File: config.mk
export PLATFORM = sky130hd
export DESIGN_NAME = demux1to4_tdm
export DESIGN_NICKNAME = d
export VERILOG_FILES = /design/src/rtl/demux1to4_tdm.sv
export SDC_FILE = /design/constraint.sdc
export NUM_CORES = 1
export LEC_CHECK = 0
export CAP_MARGIN = 20
export CORE_MARGIN = 4
export CORE_UTILIZATION = 57
export CTS_CLUSTER_DIAMETER = 60
export DETAILED_ROUTE_END_ITERATION = 7
export HOLD_SLACK_MARGIN = 0.06
export PLACE_DENSITY = 0.82
export SKIP_CTS_REPAIR_TIMING = 1
export SYNTH_ARGS = -nofsm -noshare
export SYNTH_HDL_FRONTEND = slang
export SYNTH_SLANG_ARGS = --single-unit
File: constraint.sdc
create_clock -name clk -period 4.6 [get_ports clk]
set_input_delay 0.69 -clock clk [delete_from_list [all_inputs] [get_ports clk]]
set_output_delay 0.69 -clock clk [all_outputs]
set_load 0.05 [all_outputs]
File: src/rtl/demux1to4_tdm.sv
// Receive-side TDM deinterleaver: rebuilds one W-bit word per lane from a
// round-robin serial stream (slot order 0,1,2,3) and presents all four at once.
module demux1to4_tdm #(
    parameter int W = 8
) (
    input  logic         clk,
    input  logic         rst,
    input  logic         din,
    input  logic         din_valid,
    input  logic         sof,
    output logic         s1,
    output logic         s0,
    output logic [W-1:0] out0,
    output logic [W-1:0] out1,
    output logic [W-1:0] out2,
    output logic [W-1:0] out3,
    output logic         out_valid,
    output logic         frame_err,
    output logic         busy
);

    localparam int CW = (W > 1) ? $clog2(W) : 1;
    localparam logic [CW-1:0] LAST_BIT = CW'(W - 1);

    localparam logic [0:0] IDLE = 1'b0;
    localparam logic [0:0] RUN  = 1'b1;

    logic [0:0]    state;
    logic [1:0]    slot;
    logic [CW-1:0] bit_cnt;
    logic [W-1:0]  lane [0:3];

    // MSB-first shift; concatenation keeps x/z on din exactly as received.
    function automatic logic [W-1:0] shift_in(input logic [W-1:0] r, input logic b);
        logic [W:0] tmp;
        tmp = {r, b};
        return tmp[W-1:0];
    endfunction

    always_ff @(posedge clk) begin
        if (rst) begin
            state     <= IDLE;
            slot      <= 2'd0;
            bit_cnt   <= '0;
            out0      <= '0;
            out1      <= '0;
            out2      <= '0;
            out3      <= '0;
            out_valid <= 1'b0;
            frame_err <= 1'b0;
            for (int i = 0; i < 4; i++) begin
                lane[i] <= '0;
            end
        end else begin
            out_valid <= 1'b0;
            frame_err <= 1'b0;
            if (din_valid) begin
                if (sof) begin
                    // A sof always restarts the frame, even on what would be the completing bit.
                    if (state == RUN) begin
                        frame_err <= 1'b1;
                    end
                    lane[0] <= shift_in('0, din);
                    lane[1] <= '0;
                    lane[2] <= '0;
                    lane[3] <= '0;
                    slot    <= 2'd1;
                    bit_cnt <= '0;
                    state   <= RUN;
                end else if (state == RUN) begin
                    if (slot == 2'd3 && bit_cnt == LAST_BIT) begin
                        out0      <= lane[0];
                        out1      <= lane[1];
                        out2      <= lane[2];
                        out3      <= shift_in(lane[3], din);
                        out_valid <= 1'b1;
                        state     <= IDLE;
                        slot      <= 2'd0;
                        bit_cnt   <= '0;
                        for (int i = 0; i < 4; i++) begin
                            lane[i] <= '0;
                        end
                    end else begin
                        lane[slot] <= shift_in(lane[slot], din);
                        slot       <= slot + 2'd1;
                        if (slot == 2'd3) begin
                            bit_cnt <= bit_cnt + 1'b1;
                        end
                    end
                end
            end
        end
    end

    assign s1   = slot[1];
    assign s0   = slot[0];
    assign busy = (state == RUN);

endmodule

# Word level (Yosys, flattened, before mapping)
# Memories as Yosys holds them, arrays and structs flattened. A register that Yosys moved wholly into a read port is not among the register bits.
# Cells that the tools add are included.
# op_classes
bitwise_logic	10
reduce_logical	8
n_addsub	2
muxes	40
n_eq_ne	2
# ops
operator	n
$mux 8	9
$mux 1	21
$mux 2	6
$mux 3	4
$or 1x1->1	8
$reduce_or 8->1	1
$reduce_and 4->1	1
$add 3x1->3 const B	1
$eq 3x3->1 const B	1
$reduce_and 3->1	1
$reduce_bool 3->1	1
$reduce_or 3->1	1
$add 2x1->2 const B	1
$eq 2x2->1 const B	1
$not 1->1	2
$reduce_and 2->1	1
$reduce_bool 2->1	1
$logic_and 1x1->1	1
# word_totals
ff_bits	16
elab_cells	69
output_inout_bits	37
inputBits	5
n_memories	1
ramBits	32
# mem_list
memory	words	word_bits	read_ports	rd_clocked_by_memory_dff	write_ports	line	rtl
lane	4	8	5	5	4	31	logic [W-1:0] lane [0:3];

# Longest topological paths before layout
# depth
ltp_word	10
ltp_mapped	8
depth_no_buf	5

# Least setup slack after synthesis
# No wires, ideal clock.
# synth_timing
path_kind	flip-flop to flip-flop
from	register slot[0]
to	memory lane[0][0] (enable)
arrival_time_ns	2.151
setup_time_ns	0.375
synth_period_minus_slack_ns	2.526
stages_incl_launch_ff	7
n_path_buf	2
slack_ns	2.074
required_time_ns	4.225
path_cell_list	dfxtp_1 -> ha_1 -> and2_1 -> buf_2 -> buf_2 -> o21ai_0 -> a21oi_1
# synth_lines
item	line	rtl
start, declared	29	logic [1:0] slot;
start signal, assigned	85	slot <= slot + 2'd1;
end, declared	31	

==> flow_metrics.py <==
metrics = {
    "die": {
        "core-area_mm2": 0.00551,
        "die_w_um": 83.5,
        "die_area_mm2": 0.00698,
        "ioPinCount": 42,
        "die_y_um": 83.5,
        "initial_core_util": 0.591,
        "rows": 27,
    },
    "critical_path": {
        "cpLargestDelayFamily": "buffers and inverters",
        "cp.required_ns": 4.57,
        "crit_path_start": "rst",
        "rrSetupSlack_ns": 2.30,
        "cp-end-kind": "flop",
        "path_cells": "clkdlybuf4s50_1 -> buf_4 -> nor2_1 -> a21oi_1",
        "cp_slowest_cell": "clkdlybuf4s50_1",
        "rr_startpoint": "slot[0]",
        "worst-path-stages": 4,
        "critPathBufInv": 2,
        "arrival_ns": 2.80,
        "critical-path-max-stage-delay_ns": 1.03,
        "crit_fanout": 24,
        "endpoint": "lane[3][6]",
        "crit_path_start_kind": "input port",
        "criticalPathCategory": "input port to flop",
        "rr_worst_depth": 4,
        "r2r_end": "lane[0][1]",
    },
    "sta": {
        "slew_violations": 0,
        "finalCritPeriodShare": 0.615,
        "finClkSkew_ns": 0.0132,
        "worstMarginPinSlew_ns": 0.862,
        "grt_setup_unrepaired": "false",
        "setup_tns_ns": 0,
        "setup_viol": 0,
        "finalWorstSetupSlack_ns": 1.77,
        "fin_crit_ns": 2.83,
        "hold_violations": 0,
        "slew_headroom": 0.423,
        "finalHoldWorstSlack_ns": 0.492,
        "fmax_ghz": 0.354,
    },
    "synth": {
        "synth-main-ff-cell": "dfxtp_1",
        "synth_top_area_cell": "edfxtp_1",
        "synthAdderAreaFrac": 0.0115,
        "seq_area_frac_synth": 0.545,
        "synth_compound_area_frac": 0.184,
        "synth.avg_cell_area_um2": 11.6,
        "synth_enable_flop_cells": 31,
        "syn-instance-count": 280,
        "synth_top_family_by_area": "compound AO/OA/AOI/OAI gates",
        "synth_cell_types": 31,
        "yosysTopAreaCellShare": 0.286,
        "yosys_warnings": 0,
        "synthXorXnorAreaFrac": 0,
        "muxShareOfSynthArea": 0.0485,
        "synth_area_leaders": "edfxtp_1 29%, dfxtp_1 26%, a21bo_2 10%, a21oi_1 6.2%, nand3_1 5.7%",
        "synthArstFlopShare": 0,
        "syn_area_mm2": 0.00325,
        "synth_seq_cells": 73,
        "syn_nets": 288,
        "yosys.area_share.simple": 0.163,
    },
    "clock_network": {
        "numClockSinks": 73,
        "clockBufferDepth": 2,
        "htreeDepth": 3,
        "cts_tree": "yes",
        "path_clk_slew_ns": 0.07,
        "insertion_delay_ns": 0.34,
        "root_buffer": "clkbuf_8",
        "cts_buffers": 9,
    },
    "grt": {
        "grt.total_usage": 0.190,
        "antenna_found_initial": 0,
        "grt_max_degree": 60,
        "first_global_vias": 2092,
        "grt_pass1_wl_mm": 10.4,
        "grt_overflow": 0,
    },
    "route": {
        "antenna_left": 0,
        "drc": 0,
        "viasPerCell": 5.75,
        "dr_total_vias": 2227,
        "drtIter0Drc": 207,
        "wl_per_cell_um": 16.9,
        "drt_wl_total_mm": 6.52,
        "drt_pass1_iterations": 4,
    },
    "pwr": {
        "p_comb_frac": 0.055,
        "p_int_mw": 0.944,
        "p_sw_mw": 0.277,
        "powerDensity_mw_per_mm2": 321,
        "switching_share": 0.227,
        "power.total_mw": 1.22,
        "p_leak_nw": 1.32,
        "p_clk_frac": 0.363,
        "p_seq_frac": 0.582,
        "max-vdd-ir-drop_mv": 0.198,
    },
    "placed_design": {
        "place_ws_ns": 1.42,
        "dp_cells": 371,
        "portBuffers": 41,
        "place_congestion": 0.851,
        "hpwlAfterDp_mm": 4.60,
    },
    "status": {
        "status": "completed",
    },
    "cells_and_area": {
        "areaGrowthSynthToFinish_pct": 16.9,
        "stdcell_count": 387,
        "drive_gt1_frac": 0.206,
        "antenna_cells": 0,
        "fill_cells": 408,
        "layout.nets": 318,
    },
    "worst_hold_path": {
        "hp-class": "flop to flop",
    },
    "run": {
        "drv_cap": 0,
    },
}
power by group through the flow:
stage	clock, mW	sequential, mW	combinational (mW)
after floorplan	0	0.720	0.0475
final	0.443	0.711	0.0674
after global placement	0	0.724	0.0644
after CTS	0.453	0.710	0.0666
after detailed placement	0	0.725	0.0663
after global routing	0.484	0.712	0.0713
kinds of logic after synthesis:
family                   count (synthesis)
AND/OR/NAND/NOR                         88
adder cells (fa/ha/maj)                  3
buffers and inverters                   26
AO/OA/AOI/OAI                           83
flip-flops                              73
multiplexers                             7
sequential cells by signal (all words and copies together) (netlist names), named ones only:
register,count
bit_cnt,3
busy,1
frame_err,1
lane,31
out0,8
out1,8
out2,8
out3,8
out_valid,1
slot,2
per-stage QoR:
step | area [um2] | util
finish | 3800 | 0.691
global route | 3800 | 0.691
CTS | 3800 | 0.691
detailed placement | 3630 | 0.658
global placement | 3630 | 0.658
floorplan | 3250 | -
cell usage in the layout (no fill, tap or decap), types with 3 or more instances in the layout:
cell type        synthesis  layout
dfxtp_1                 42      42
clkdlybuf4s50_1          0      41
a21oi_1                 40      40
nand3_1                 37      37
a21bo_2                 33      33
edfxtp_1                31      31
nor2b_1                 22      22
clkbuf_8                 0      11
nor2_1                   7       7
mux4_2                   7       7
and2_1                   7       6
o21ai_0                  5       5
nand2_1                  3       3
ha_1                     3       3
buf_4                    3       3
worst register-to-register path: cells and delay by family (launching register included):
kind / cells / cell delay, ns
AOI/OAI and AO/OA: 2 / 0.76
and+or+nand+nor: 1 / 0.29
DFF: 1 / 0.52
adders and majority gates: 1 / 0.36
Yosys cell counts, drive strengths merged, types with 4 or more instances:
| master | count |
|---|---|
| nor2 | 7 |
| edfxtp | 31 |
| a21bo | 33 |
| nand3 | 38 |
| clkbuf | 4 |
| buf | 21 |
| dfxtp | 42 |
| and2 | 7 |
| a21oi | 40 |
| mux4 | 7 |
| nor2b | 22 |
| o21ai | 5 |
final cells by class:
| type | count | area [um2] | share of cell area |
|---|---|---|---|
| Timing Repair Buffer | 44 | 433 | 0.114 |
| Multi-Input combinational cell | 181 | 1330 | 0.349 |
| Inverter | 1 | 3.75 | 0.000987 |
| Clock buffer | 13 | 159 | 0.0418 |
| Tap cell | 72 | 90.1 | 0.0237 |
| Sequential cell | 73 | 1770 | 0.466 |
| Clock inverter | 3 | 17.5 | 0.00461 |
metal layers:
layer	track usage	wire length, um	part of all wire	vias up
li1	-	-	-	1084
met1	0.259	2980	0.46	1065
met2	0.299	3130	0.48	69
met3	0.0296	321	0.049	9
met4	0.0877	94	0.014	0
met5	0	0	0	-
worst min path at each step:
| stage | from | depth (start not counted) | to | slack [ns] |
|---|---|---|---|---|
| floorplan | bit_cnt[2] | 2 | bit_cnt[2] | 0.45 |
| global placement | bit_cnt[2] | 2 | bit_cnt[2] | 0.47 |
| detailed placement | bit_cnt[1] | 2 | bit_cnt[1] | 0.48 |
| CTS | bit_cnt[1] | 2 | bit_cnt[1] | 0.49 |
| global route | bit_cnt[0] | 2 | bit_cnt[0] | 0.51 |
| finish | bit_cnt[1] | 2 | bit_cnt[1] | 0.49 |
(Power assumes the default switching activity.)
